`src/rtl/demorgan_pkg.sv`:
```
// Shared definitions for the demorgan sweep/check stage.
//   state_t        : sweep FSM states
//   RSP_*          : bit positions inside the 8-bit response bus
//   MSK_*          : bit positions inside the 6-bit mismatch mask
package demorgan_pkg;

    localparam int unsigned RSP_W  = 8;
    localparam int unsigned MASK_W = 6;
    localparam int unsigned VEC_W  = 2;

    typedef enum logic [2:0] {
        ST_IDLE,
        ST_DRIVE,
        ST_SAMPLE,
        ST_CHECK,
        ST_DONE
    } state_t;

    // Response bus layout: {npAandB, nAornB, npAorB, nAandnB, AandB, AorB, nB, nA}
    localparam int unsigned RSP_NA     = 0;
    localparam int unsigned RSP_NB     = 1;
    localparam int unsigned RSP_AORB   = 2;
    localparam int unsigned RSP_AANDB  = 3;
    localparam int unsigned RSP_NANDNB = 4;
    localparam int unsigned RSP_NPAORB = 5;
    localparam int unsigned RSP_NAORNB = 6;
    localparam int unsigned RSP_NPANDB = 7;

    // Mismatch mask layout; NOR and NAND bits each cover both De Morgan forms
    localparam int unsigned MSK_NA   = 0;
    localparam int unsigned MSK_NB   = 1;
    localparam int unsigned MSK_OR   = 2;
    localparam int unsigned MSK_AND  = 3;
    localparam int unsigned MSK_NOR  = 4;
    localparam int unsigned MSK_NAND = 5;

endpackage

```
`src/rtl/demorgan_expect.sv`:
```
// Combinational checker: compares a response word against the values the
// De Morgan identities require for the driven a/b.
//   i_a, i_b   : inputs that were driven into the checked block
//   i_rsp      : response word from the checked block
//   o_mask_c   : per-function mismatch mask (1 = wrong)
module demorgan_expect
    import demorgan_pkg::*;
(
    input  logic              i_a,
    input  logic              i_b,
    input  logic [RSP_W-1:0]  i_rsp,
    output logic [MASK_W-1:0] o_mask_c
);

    logic w_nor;
    logic w_nand;

    assign w_nor  = ~(i_a | i_b);
    assign w_nand = ~(i_a & i_b);

    always_comb begin
        o_mask_c           = '0;
        o_mask_c[MSK_NA]   = i_rsp[RSP_NA]    != ~i_a;
        o_mask_c[MSK_NB]   = i_rsp[RSP_NB]    != ~i_b;
        o_mask_c[MSK_OR]   = i_rsp[RSP_AORB]  != (i_a | i_b);
        o_mask_c[MSK_AND]  = i_rsp[RSP_AANDB] != (i_a & i_b);
        // ~a & ~b and ~(a|b) must both equal NOR
        o_mask_c[MSK_NOR]  = (i_rsp[RSP_NANDNB] != w_nor)  | (i_rsp[RSP_NPAORB] != w_nor);
        // ~a | ~b and ~(a&b) must both equal NAND
        o_mask_c[MSK_NAND] = (i_rsp[RSP_NAORNB] != w_nand) | (i_rsp[RSP_NPANDB] != w_nand);
    end

endmodule

```
`src/rtl/demorgan_sweep.sv`:
```
// Stimulus and result-checking stage for the demorgan gate block. A start
// pulse sweeps {A,B} through 00,01,10,11 PASSES times, holding each vector
// SETTLE_CYCLES cycles, then samples and checks the eight returned outputs.
//   clk, reset          : clock, asynchronous active-high reset
//   start               : single-cycle run request (ignored while busy)
//   dut_a, dut_b        : registered drive into the checked block
//   rsp                 : checked block outputs, bit 0 = nA
//   busy, done, pass    : run status; pass valid while done
//   err_count           : saturating count of failing vector checks
//   fail_vec, fail_mask : vector and mismatch mask of the first failure
module demorgan_sweep
    import demorgan_pkg::*;
#(
    parameter int unsigned SETTLE_CYCLES = 2,
    parameter int unsigned PASSES        = 1,
    parameter int unsigned ERR_W         = 8
) (
    input  logic              clk,
    input  logic              reset,
    input  logic              start,
    output logic              dut_a,
    output logic              dut_b,
    input  logic [RSP_W-1:0]  rsp,
    output logic              busy,
    output logic              done,
    output logic              pass,
    output logic [ERR_W-1:0]  err_count,
    output logic [VEC_W-1:0]  fail_vec,
    output logic [MASK_W-1:0] fail_mask
);

    localparam int unsigned SET_W = (SETTLE_CYCLES > 1) ? $clog2(SETTLE_CYCLES) : 1;
    localparam int unsigned PAS_W = $clog2(PASSES + 1);

    localparam logic [SET_W-1:0] SET_LAST = SET_W'(SETTLE_CYCLES - 1);
    localparam logic [PAS_W-1:0] PAS_DONE = PAS_W'(PASSES);
    localparam logic [ERR_W-1:0] ERR_MAX  = '1;

    state_t             r_state;
    logic [VEC_W-1:0]   r_vec;
    logic [SET_W-1:0]   r_settle;
    logic [PAS_W-1:0]   r_pass_cnt;
    logic [RSP_W-1:0]   r_rsp;

    logic [MASK_W-1:0]  w_mask;
    logic [ERR_W-1:0]   w_err_next;
    logic [PAS_W-1:0]   w_pass_inc;
    logic               w_fail;

    // Drive straight from the vector register so the pins never glitch
    assign dut_a = r_vec[1];
    assign dut_b = r_vec[0];

    demorgan_expect u_expect (
        .i_a      (r_vec[1]),
        .i_b      (r_vec[0]),
        .i_rsp    (r_rsp),
        .o_mask_c (w_mask)
    );

    assign w_fail     = (w_mask != '0);
    assign w_pass_inc = r_pass_cnt + PAS_W'(1);

    // Saturating error count as it will be after the current check
    always_comb begin
        w_err_next = err_count;
        if (w_fail && (err_count != ERR_MAX)) begin
            w_err_next = err_count + ERR_W'(1);
        end
    end

    // Sweep FSM with registered status/result outputs
    always_ff @(posedge clk or posedge reset) begin
        if (reset) begin
            r_state    <= ST_IDLE;
            r_vec      <= '0;
            r_settle   <= '0;
            r_pass_cnt <= '0;
            r_rsp      <= '0;
            busy       <= 1'b0;
            done       <= 1'b0;
            pass       <= 1'b0;
            err_count  <= '0;
            fail_vec   <= '0;
            fail_mask  <= '0;
        end else begin
            case (r_state)
                ST_IDLE, ST_DONE: begin
                    if (start) begin
                        err_count  <= '0;
                        fail_vec   <= '0;
                        fail_mask  <= '0;
                        done       <= 1'b0;
                        pass       <= 1'b0;
                        busy       <= 1'b1;
                        r_vec      <= '0;
                        r_settle   <= '0;
                        r_pass_cnt <= '0;
                        r_state    <= ST_DRIVE;
                    end
                end

                ST_DRIVE: begin
                    if (r_settle == SET_LAST) begin
                        r_settle <= '0;
                        r_state  <= ST_SAMPLE;
                    end else begin
                        r_settle <= r_settle + SET_W'(1);
                    end
                end

                ST_SAMPLE: begin
                    r_rsp   <= rsp;
                    r_state <= ST_CHECK;
                end

                ST_CHECK: begin
                    err_count <= w_err_next;
                    // err_count is only zero before the first failure of a run
                    if (w_fail && (err_count == '0)) begin
                        fail_vec  <= r_vec;
                        fail_mask <= w_mask;
                    end
                    r_vec <= r_vec + VEC_W'(1);
                    if (r_vec == '1) begin
                        r_pass_cnt <= w_pass_inc;
                        if (w_pass_inc == PAS_DONE) begin
                            busy    <= 1'b0;
                            done    <= 1'b1;
                            pass    <= (w_err_next == '0);
                            r_state <= ST_DONE;
                        end else begin
                            r_state <= ST_DRIVE;
                        end
                    end else begin
                        r_state <= ST_DRIVE;
                    end
                end

                default: r_state <= ST_IDLE;
            endcase
        end
    end

endmodule
```
`config.mk`:
```
export PLATFORM = sky130hd
export DESIGN_NAME = demorgan_sweep
export DESIGN_NICKNAME = d
export VERILOG_FILES = /design/src/rtl/demorgan_pkg.sv /design/src/rtl/demorgan_expect.sv /design/src/rtl/demorgan_sweep.sv
export SDC_FILE = /design/constraint.sdc
export NUM_CORES = 1
export LEC_CHECK = 0
export BUFFER_PORTS_ARGS = -buffer_cell sky130_fd_sc_hd__buf_2
export CAP_MARGIN = 10
export CORE_UTILIZATION = 59
export CTS_CLUSTER_SIZE = 24
export DETAILED_ROUTE_END_ITERATION = 10
export HOLD_SLACK_MARGIN = 0.12
export PLACE_DENSITY_LB_ADDON = 0.12
export SKIP_LAST_GASP = 1
export SLEW_MARGIN = 20
export SYNTH_ARGS = -nofsm -noshare
export SYNTH_HDL_FRONTEND = slang
export SYNTH_HIERARCHICAL = 1
export SYNTH_SLANG_ARGS = --single-unit
export TNS_END_PERCENT = 1
```
`constraint.sdc`:
```
create_clock -name clk -period 3.76 [get_ports clk]
set_input_delay 0.564 -clock clk [delete_from_list [all_inputs] [get_ports clk]]
set_output_delay 0.564 -clock clk [all_outputs]
set_load 0.01 [all_outputs]
```
==> results.txt, run 1 <==
Tcrit/Tclk final -> 65.6%
status -> complete, but fails checks
Area Growth Syn to Fin -> 13.4%
nets -> 230
vias per cell -> 6.06
pin count of the biggest net entering global routing -> 35
power density cells -> 719 mW/mm^2
syn avg cell area -> 9.66 sq um
initial core utilization -> 63.9%
Psw -> 593 uW
Yosys reg bits -> 34
First DRT Iteration DRCs -> 110
post-synth top area share -> 47.1%
Seq/Total Area, Yosys -> 47.1%
GR Util All Layers -> 26.2%
Root Buffer -> clkbuf_4
main combinational cell family by area after synthesis -> simple AND/OR/NAND/NOR gates
crit-path cells -> nor2_2 -> xnor2_1 -> or4_4 -> nor3_4 -> nor4b_2 -> o22ai_1 -> o41ai_2
Logic pwr share -> 39.4%
Hold WC Path Type -> input pin to asynchronous set/reset pin
clock group share of total power -> 18.6%
max_slew headroom -> 43.8%
TNS Setup -> 0 ps
Worst Reg-to-Reg Cells -> 7
Seq pwr share -> 42.0%
violated checks -> DRC
Mapped Cells -> 187
GR Util met1 -> 31.7%
die height -> 57.3 microns
total grt overflow -> 0
Max rail drop VDD -> 0.000538 V
worst path arrival time -> 2730 ps
critical path's slowest cell -> or4_4
met2 Use GR -> 44.2%
Mapped Area -> 0.00181 sq mm
Sw Share -> 40.2%
RSZ-0062 raised after global routing -> no
I/O Buffers -> 31
mux contribution to synthesized area -> 6.65%
worst reg-to-reg setup slack -> 1290 ps
CP required -> 4020 ps
layout cells sized above 1 -> 26.7%
final hold vios -> 0
min Tclk post-route -> 2470 ps
YS warnings -> 6
area leader, netlist -> dfrtp_1
drt total wl -> 3.82 mm
clock skew -> 12.5 ps
Clock transition at path regs -> 120 ps
Pint -> 881 uW
Longest Clk Path Bufs -> 2
DIE AREA -> 0.00329 sq mm
first-pass GRT wire length -> 6.51 mm
DP Wirelength -> 2.76 mm
crit end category -> flop
# diodes -> 0
die width -> 57.3 microns
initial antenna violation count -> 0
H-tree depth -> 2
Slew @ Worst Pin -> 840 ps
Simple-Gate Fraction of Synth Area -> 21.8%
Top-Level Pins -> 32
Leak -> 0.000968 uW
Core Area -> 0.00283 sq mm
Num CTS Buffers -> 5
ANT nets after route -> 0
Max-cap violations -> 0
CTS tree -> built
Site Rows -> 19
CP max stage delay -> 560 ps
vias in the first global route -> 1436
Hold Buf Count CTS -> 0
Yosys cell types -> 41
clock sink count -> 34
clk_lat worst skew -> 350 ps
maximum fanout along the worst path -> 9
Compound-Gate Fraction of Synth Area -> 14.7%
# setup viols final -> 0
Final Max Tran Viols -> 0
post-route design area -> 0.00205 sq mm
crit path kind -> flop to flop
synthesized net count -> 201
RR Startpoint -> r_vec[0]
met3 usage -> 7.71%
Post-Synth Adder-Cell Area -> 2.08%
TritonRoute pass-1 iters -> 7
busiest grt layer -> met2
number of setup buffers added after CTS -> 0
routed length per instance -> 15.4 microns
Placer Congestion -> 0.920
ranking of synthesized cells by area -> dfrtp_1 (47%), mux2_2 (5.0%), nand2_1 (4.8%)
nature of the critical path startpoint -> flop
fmax -> 406 MHz
Post-Synth XOR/XNOR Area -> 3.88%
DRC -> 3
r2r endpoint -> pass
PostCTS Resize Cnt -> 0
DR vias -> 1503
placed cell area -> 0.00197 sq mm
==> cells by family (layout without fill, tap and decap cells) <==
kind of cell    Yosys count  in the layout
compound gates           39             39
flops                    34             34
mux                      11             11
simple gates             75             75
xor+xnor                  8              8
buf+inv                  17             47
fa+ha+maj                 3              3
==> worst max-delay path: cells and delay by family, from the launching register on <==
family / cells / cell delay, ps
AOI/OAI and AO/OA: 2 / 450
xor gates and xnor gates: 1 / 110
DFF: 1 / 490
and+or+nand+nor: 4 / 1330
==> how the worst max path moves through the flow <==
stage | startpoint | to | slack (ps) | cells after the start
after global placement | r_vec[0] | pass | 1430 | 7
final | r_vec[0] | pass | 1290 | 7
after detailed placement | r_vec[0] | pass | 1340 | 7
after floorplan | r_vec[0] | pass | 1480 | 7
after CTS | r_vec[0] | pass | 1300 | 7
after global routing | r_vec[0] | fail_vec[0] | 1110 | 6
==> cells in the mapped netlist <==
master     n
dfrtp_1   34
nand2_1   23
o21ai_0   14
nor2_1    13
nor3_1     9
mux2_2     8
inv_1      7
nand3_1    7
xnor2_1    7
a21oi_1    6
clkbuf_1   6
a22o_1     4
buf_2      4
a21o_1     3
and2_1     3
ha_1       3
mux2i_1    3
nand4_1    3
nor4_1     3
o21ai_1    3
o22ai_1    3
nand2b_1   2
a211oi_1   1
a31o_2     1
a32o_1     1
and3_1     1
and3b_1    1
nand2_2    1
nor2_2     1
nor2b_1    1
nor3_2     1
nor3_4     1
nor3b_1    1
nor4b_1    1
nor4b_2    1
o21ba_2    1
o31ai_4    1
o41ai_2    1
or4_1      1
or4_4      1
xor2_1     1
==> through the flow <==
stage               util (%)  setup slack [ps]  total power (uW)  instances  hold WS [ps]
floorplan                  -              1480              1040        187           455
global placement        69.5              1430              1170        240           458
detailed placement      69.5              1340              1210        240           485
CTS                     72.4              1300              1480        248           298
global route            72.4              1110              1580        248           303
finish                  72.4              1290              1470        248           293
==> power groups by stage <==
stage	logic (uW)	registers [uW]	clock network [uW]
6_report	581	618	274
5_1_grt	649	641	293
4_1_cts	583	617	279
3_5_place_dp	582	624	0
3_3_place_gp	555	613	0
2_1_floorplan	433	606	0
==> per-layer routing <==
layer,wire length (microns),vias to the layer above
met1,1650,721
li1,-,718
met4,46,0
met5,0,-
met2,1860,57
met3,258,7
==> flip-flops by register name, summed over array words and instances, names as in the netlist, 2 cells and up <==
register and flops:
err_count 8, r_rsp 8, fail_mask 6, r_state 3
fail_vec 2, r_vec 2
==> layout make-up <==
cell class / count / area, sq um
tap: 31 / 38.8
multi-input combinational: 136 / 887
sequential: 34 / 851
inverter: 7 / 26.3
timing repair buffer: 32 / 163
fill: 211 / 781
clock inverter: 3 / 45.0
clock buffer: 5 / 37.5
==> placed cells by master (no fill, tap or decap), drive strengths merged, types with 4 or more instances in the layout <==
master  Yosys  routed
a22o        4       4
nand2      24      24
dfrtp      34      34
xnor2       7       7
nand3       7       7
nor3       11      11
a21oi       6       6
clkbuf      6       5
inv         7       7
o21ai      17      17
buf         4      32
mux2        8       8
nor2       14      14
No activity file was read; power rests on OpenSTA's default activity.
==> run 2: changes to the inputs <==
--- a/config.mk
+++ b/config.mk
@@ -7,7 +7,7 @@
 export LEC_CHECK = 0
 export BUFFER_PORTS_ARGS = -buffer_cell sky130_fd_sc_hd__buf_2
 export CAP_MARGIN = 10
-export CORE_UTILIZATION = 59
+export CORE_UTILIZATION = 50
 export CTS_CLUSTER_SIZE = 24
 export DETAILED_ROUTE_END_ITERATION = 10
 export HOLD_SLACK_MARGIN = 0.12
==> constraint.sdc (replaced) <==
create_clock -name clk -period 2.2 [get_ports clk]
set_input_delay 0.33 -clock clk [delete_from_list [all_inputs] [get_ports clk]]
set_output_delay 0.33 -clock clk [all_outputs]
set_load 0.01 [all_outputs]
==> results.txt, run 2 (synthesized netlist as in run 1, its figures left out) <==
clock skew -> 9.41 ps (-3.06 ps)
cell class contributing the biggest share of worst-path delay -> simple AND/OR/NAND/NOR gates
die width -> 62.1 microns (+8.3%)
routed length per instance -> 14.5 microns (-5.6%)
die height -> 62.1 microns (+8.3%)
CP required -> 2440 ps (-1580 ps)
status -> complete, but fails checks
crit-path cells -> nor2_4 -> xnor2_1 -> or4_4 -> nor3_4 -> or4_4 -> xnor2_1 -> o41ai_2
Slew @ Worst Pin -> 618 ps (-222 ps)
clk_lat worst skew -> 340 ps (about the same)
vias per cell -> 5.55 (-8.4%)
CP max stage delay -> 570 ps (about the same)
clock sink count -> 34 (unchanged)
# setup viols final -> 1 (+1)
Pint -> 1570 uW (+78%)
crit end category -> flop
Placer Congestion -> 0.926 (+0.64%)
vias in the first global route -> 1492 (+3.9%)
max_slew headroom -> 58.6% (+15 points)
clock group share of total power -> 13.8% (-4.8 points)
Design Power -> 2620 uW (+78%)
Core Area -> 0.00339 sq mm (+20%)
most frequent cells in the layout -> dfrtp_1 (32), buf_2 (31), nand2_1 (23), buf_4 (19), o21ai_0 (14)
TritonRoute pass-1 iters -> 4 (-3)
Max rail drop VDD -> 0.000753 V (+40%)
commonest non-fill, non-tap cell in the layout -> dfrtp_1
initial antenna violation count -> 0 (unchanged)
Final Max Tran Viols -> 0 (unchanged)
Num CTS Buffers -> 5 (unchanged)
RR Startpoint -> r_vec[0]
Area Growth Syn to Fin -> 23.9%
layout cells sized above 1 -> 34.7% (+8.0 points)
DRC -> 0 (-3)
Top-Level Pins -> 32 (unchanged)
Logic pwr share -> 46.2% (+6.8 points)
post-route design area -> 0.00224 sq mm (+9.3%)
r2r endpoint -> pass
worst path bufs/invs -> 0 (unchanged)
Root Buffer -> clkbuf_4
DP Wirelength -> 3.06 mm (+11%)
nets -> 249 (+8.3%)
DR vias -> 1565 (+4.1%)
GR Util All Layers -> 23.3% (-2.9 points)
number of gates on the worst path with buffers counted -> 7 (unchanged)
Max-cap violations -> 0 (unchanged)
Seq pwr share -> 40.0% (-2.0 points)
I/O Buffers -> 31 (unchanged)
final hold vios -> 0 (unchanged)
fillers -> 280 (+33%)
fmax -> 454 MHz (+12%)
Longest Clk Path Bufs -> 2 (unchanged)
initial core utilization -> 53.3% (-11 points)
Sw Share -> 40.2% (-0.059 points)
nature of the critical path startpoint -> flop
critical path's slowest cell -> or4_4
Worst Setup SP -> r_vec[0]
Post-Place Setup Slack -> 2.18 ps (-1330 ps)
crit path to -> pass
first-pass GRT wire length -> 7.06 mm (+8.5%)
drt total wl -> 4.09 mm (+7.3%)
worst reg-to-reg setup slack -> -3 ps (-1300 ps)
Largest regs -> err_count x8, r_rsp x8, fail_mask x6
fin util -> 66.0% (-6.4 points)
First DRT Iteration DRCs -> 122 (+11%)
Worst Reg-to-Reg Cells -> 7 (unchanged)
placed cell area -> 0.00215 sq mm (+9.4%)
pin count of the biggest net entering global routing -> 35 (unchanged)
CTS tree -> built
Final WS setup -> -2.91 ps (-1300 ps)
violated checks -> setup timing
power density cells -> 1170 mW/mm^2 (+63%)
DIE AREA -> 0.00386 sq mm (+17%)
Leak -> 0.00107 uW (+10%)
worst path arrival time -> 2440 ps (-290 ps)
ANT nets after route -> 0 (unchanged)
Hold WC Path Type -> input pin to flop
Psw -> 1050 uW (+77%)
min Tclk post-route -> 2200 ps (-262 ps)
hold depth -> 2
crit path kind -> flop to flop
Clock transition at path regs -> 110 ps (about the same)
maximum fanout along the worst path -> 6 (-3)
# diodes -> 0 (unchanged)
RSZ-0062 raised after global routing -> yes
H-tree depth -> 2 (unchanged)
total grt overflow -> 0 (unchanged)
Tcrit/Tclk final -> 100% (+35 points)
Site Rows -> 21 (+2)
==> run 2: cell count changes in the layout (fill, tap and decap cells not counted), sizes merged <==
cell         delta
bufinv          -1
clkbuf          +2
buf            +18
dlygate4sd3     +1
clkinvlp        -2
clkinv          +1
==> run 2: layer usage <==
metal	GRT usage [%]	vias to the layer above	routed length [microns]	share of wire [%]
met2	40.2	39	2050	50
li1	-	754	-	-
met3	5.15	9	166	4.1
met5	0	-	0	0
met4	8.43	0	70	1.7
met1	28.7	763	1810	44
==> run 2: what timing repair did <==
action	CTS	global route
hold endpoints to repair	34	0
gates resized for setup	0	1
buffers inserted	2	0
hold buffers	1	0
setup endpoints to repair	1	12
pin swaps	1	0
==> run 2: per-stage QoR <==
stage / cells / TNS (ps) / hold slack, ps
final: 282 / -2.91 / 222
after global placement: 271 / 0 / 434
after global routing: 282 / -360 / 206
after CTS: 282 / 0 / 211
after floorplan: 187 / 0 / 455
after detailed placement: 271 / 0 / 450
==> run 2: power by group through the flow <==
stage | logic, uW | clock network, uW | registers [uW]
finish | 1210 | 361 | 1050
global route | 1340 | 401 | 1080
CTS | 1220 | 367 | 1040
detailed placement | 1190 | 0 | 1060
global placement | 1150 | 0 | 1040
floorplan | 806 | 0 | 1050
==> run 2: how the worst min path moves through the flow <==
| stage | start | endpoint |
|---|---|---|
| 6_report | rsp[1] | r_rsp[1] |
| 5_1_grt | rsp[5] | r_rsp[5] |
| 4_1_cts | rsp[1] | r_rsp[1] |
| 3_5_place_dp | reset | r_rsp[4] |
| 3_3_place_gp | reset | done |
| 2_1_floorplan | r_pass_cnt | r_pass_cnt |
==> run 2: layout make-up <==
cell class,count,area (sq um),share of cell area [%]
clock buffer,7,55.1,2.46
clock inverter,1,5.00,0.224
inverter,7,26.3,1.17
multi-input combinational,136,933,41.7
sequential,34,853,38.1
tap,46,57.6,2.57
timing repair buffer,51,308,13.8
==> run 3: changes to the inputs <==
--- a/config.mk
+++ b/config.mk
@@ -7,6 +7,7 @@
 export LEC_CHECK = 0
 export BUFFER_PORTS_ARGS = -buffer_cell sky130_fd_sc_hd__buf_2
 export CAP_MARGIN = 10
+export CORE_ASPECT_RATIO = 0.7
 export CORE_UTILIZATION = 50
 export CTS_CLUSTER_SIZE = 24
 export DETAILED_ROUTE_END_ITERATION = 10
==> results.txt, run 3 (synthesized netlist as in run 1, its figures left out) <==
status -> complete, but fails checks
violated checks -> setup timing
worst reg-to-reg setup slack -> -7 ps (about the same)
crit path kind -> flop to flop
CP required -> 2380 ps (-60 ps)
crit end category -> flop
fin util -> 70.0% (+4.0 points)
Final Max Tran Viols -> 0 (unchanged)
min Tclk post-route -> 2210 ps (+4.36 ps)
Area Growth Syn to Fin -> 27.8%
Root Buffer -> clkbuf_8
vias per cell -> 5.52 (-0.55%)
r2r endpoint -> pass
total grt overflow -> 0 (unchanged)
DIE AREA -> 0.00386 sq mm (+0.11%)
Max rail drop VDD -> 0.000868 V (+15%)
initial antenna violation count -> 0 (unchanged)
First DRT Iteration DRCs -> 106 (-13%)
GR Util All Layers -> 24.8% (+1.4 points)
Worst Reg-to-Reg Cells -> 7 (unchanged)
die height -> 52.3 microns (-16%)
DR vias -> 1584 (+1.2%)
initial core utilization -> 54.8% (+1.5 points)
fillers -> 270 (-3.6%)
H-tree depth -> 2 (unchanged)
Top-Level Pins -> 32 (unchanged)
Final WS setup -> -7.27 ps (-4.36 ps)
maximum fanout along the worst path -> 5 (-1)
vias in the first global route -> 1452 (-2.7%)
power density cells -> 1210 mW/mm^2 (+3.6%)
Core Area -> 0.00330 sq mm (-2.7%)
DRC -> 0 (unchanged)
# diodes -> 0 (unchanged)
nature of the critical path startpoint -> flop
Leak -> 0.00110 uW (+3.2%)
I/O Buffers -> 31 (unchanged)
fmax -> 453 MHz (-0.20%)
Slew @ Worst Pin -> 892 ps (+274 ps)
RSZ-0062 raised after global routing -> yes
Site Rows -> 17 (-19%)
Design Power -> 2800 uW (+6.9%)
FF+latch area -> 853 sq um (unchanged)
die width -> 73.8 microns (+19%)
critical path's slowest cell -> or4_4
# setup viols final -> 1 (unchanged)
ANT nets after route -> 0 (unchanged)
Hold WC Path Type -> input pin to asynchronous set/reset pin
RR Startpoint -> r_vec[1]
crit-path cells -> nor2_4 -> xnor2_1 -> or4_4 -> nor3_4 -> or4_4 -> xnor2_1 -> o41ai_2
nets -> 253 (+1.6%)
Placer Congestion -> 0.914 (-1.3%)
first-pass GRT wire length -> 6.91 mm (-2.2%)
drt total wl -> 4.24 mm (+3.6%)
clock sink count -> 34 (unchanged)
Clock transition at path regs -> 70 ps (-40 ps)
commonest non-fill, non-tap cell in the layout -> dfrtp_1
Multi-input gate area -> 940 sq um (+0.67%)
Non-Filler Instances -> 287 (+1.8%)
Hold Buf Count CTS -> 0 (-1)
layout cells sized above 1 -> 36.3% (+1.5 points)
CTS tree -> built
clk_lat worst skew -> 280 ps (-60 ps)
routed length per instance -> 14.8 microns (+1.8%)
final hold vios -> 0 (unchanged)
Longest Clk Path Bufs -> 2 (unchanged)
DP Wirelength -> 3.21 mm (+4.9%)
clock skew -> 3.44 ps (-5.97 ps)
worst path arrival time -> 2390 ps (-50 ps)
pin count of the biggest net entering global routing -> 35 (unchanged)
placed cells -> 274 (+1.1%)
most frequent cells in the layout -> dfrtp_1 (32), buf_2 (31), buf_4 (24), nand2_1 (23), o21ai_0 (14)
Largest regs -> err_count x8, r_rsp x8, fail_mask x6
placed cell area -> 0.00217 sq mm (+0.76%)
post-route design area -> 0.00231 sq mm (+3.1%)
Num CTS Buffers -> 5 (unchanged)
max_slew headroom -> 40.3% (-18 points)
TritonRoute pass-1 iters -> 4 (unchanged)
Tcrit/Tclk final -> 100% (+0.20 points)
Max-cap violations -> 0 (unchanged)
CP max stage delay -> 570 ps (about the same)
-- run 3: cell count changes in the layout (fill, tap and decap cells not counted) --
cell / delta
nor4b_2: -1
nor2_2: -1
clkbuf_1: -1
clkbuf_4: -5
nor4b_4: +1
buf_4: +5
nor2_1: +1
clkbuf_8: +5
clkinvlp_4: +1
dlygate4sd3_1: -1
-- run 3: final cells by class --
type | instances | area share, %
Timing Repair Buffer | 55 | 14.5
Clock buffer | 6 | 3.58
Inverter | 7 | 1.14
Multi-Input combinational cell | 136 | 40.7
Tap cell | 47 | 2.55
Sequential cell | 34 | 37.0
Clock inverter | 2 | 0.542
-- run 3: stage by stage --
step	worst slack, ps	TNS (ps)	hold WS (ps)
final	-7.27	-7.27	119
after floorplan	6.97	0	455
after CTS	-43.7	-43.7	136
after detailed placement	-38.1	-38.1	441
after global routing	-123	-1010	158
after global placement	86.3	0	432
-- run 3: routing by layer --
| layer | GRT usage, % | part of all wire [%] |
|---|---|---|
| met2 | 39.1 | 45 |
| met5 | 0 | 0 |
| met3 | 5.19 | 6.5 |
| met1 | 34.2 | 47 |
| met4 | 7.69 | 1.4 |
-- run 3: timing repair --
action / CTS / global route
setup endpoints to repair: 1 / 16
gates resized for setup: 1 / 0
buffers inserted: 5 / 0
pin swaps: 5 / 1
-- run 3: how the worst max path moves through the flow --
stage                        to     start  slack [ps]
finish                     pass  r_vec[1]          -7
detailed placement         pass  r_vec[1]         -40
global placement           pass  r_vec[0]          90
global route        fail_vec[0]  r_vec[0]        -120
CTS                        pass  r_vec[1]         -40
floorplan                  pass  r_vec[0]           7
-- run 3: report_power, final --
group	leakage, uW	total [uW]	switching, uW	internal, uW
combinational	0.000621	1300	697	602
clock	0.0000472	476	225	251
sequential	0.000434	1020	181	843
-- run 3: worst max-delay path, delay by kind of cell (launching register included) --
family           cells  cell delay (ps)
AO/OA/AOI/OAI        1              360
XOR/XNOR             2              200
flip-flops           1              460
AND/OR/NAND/NOR      4             1100
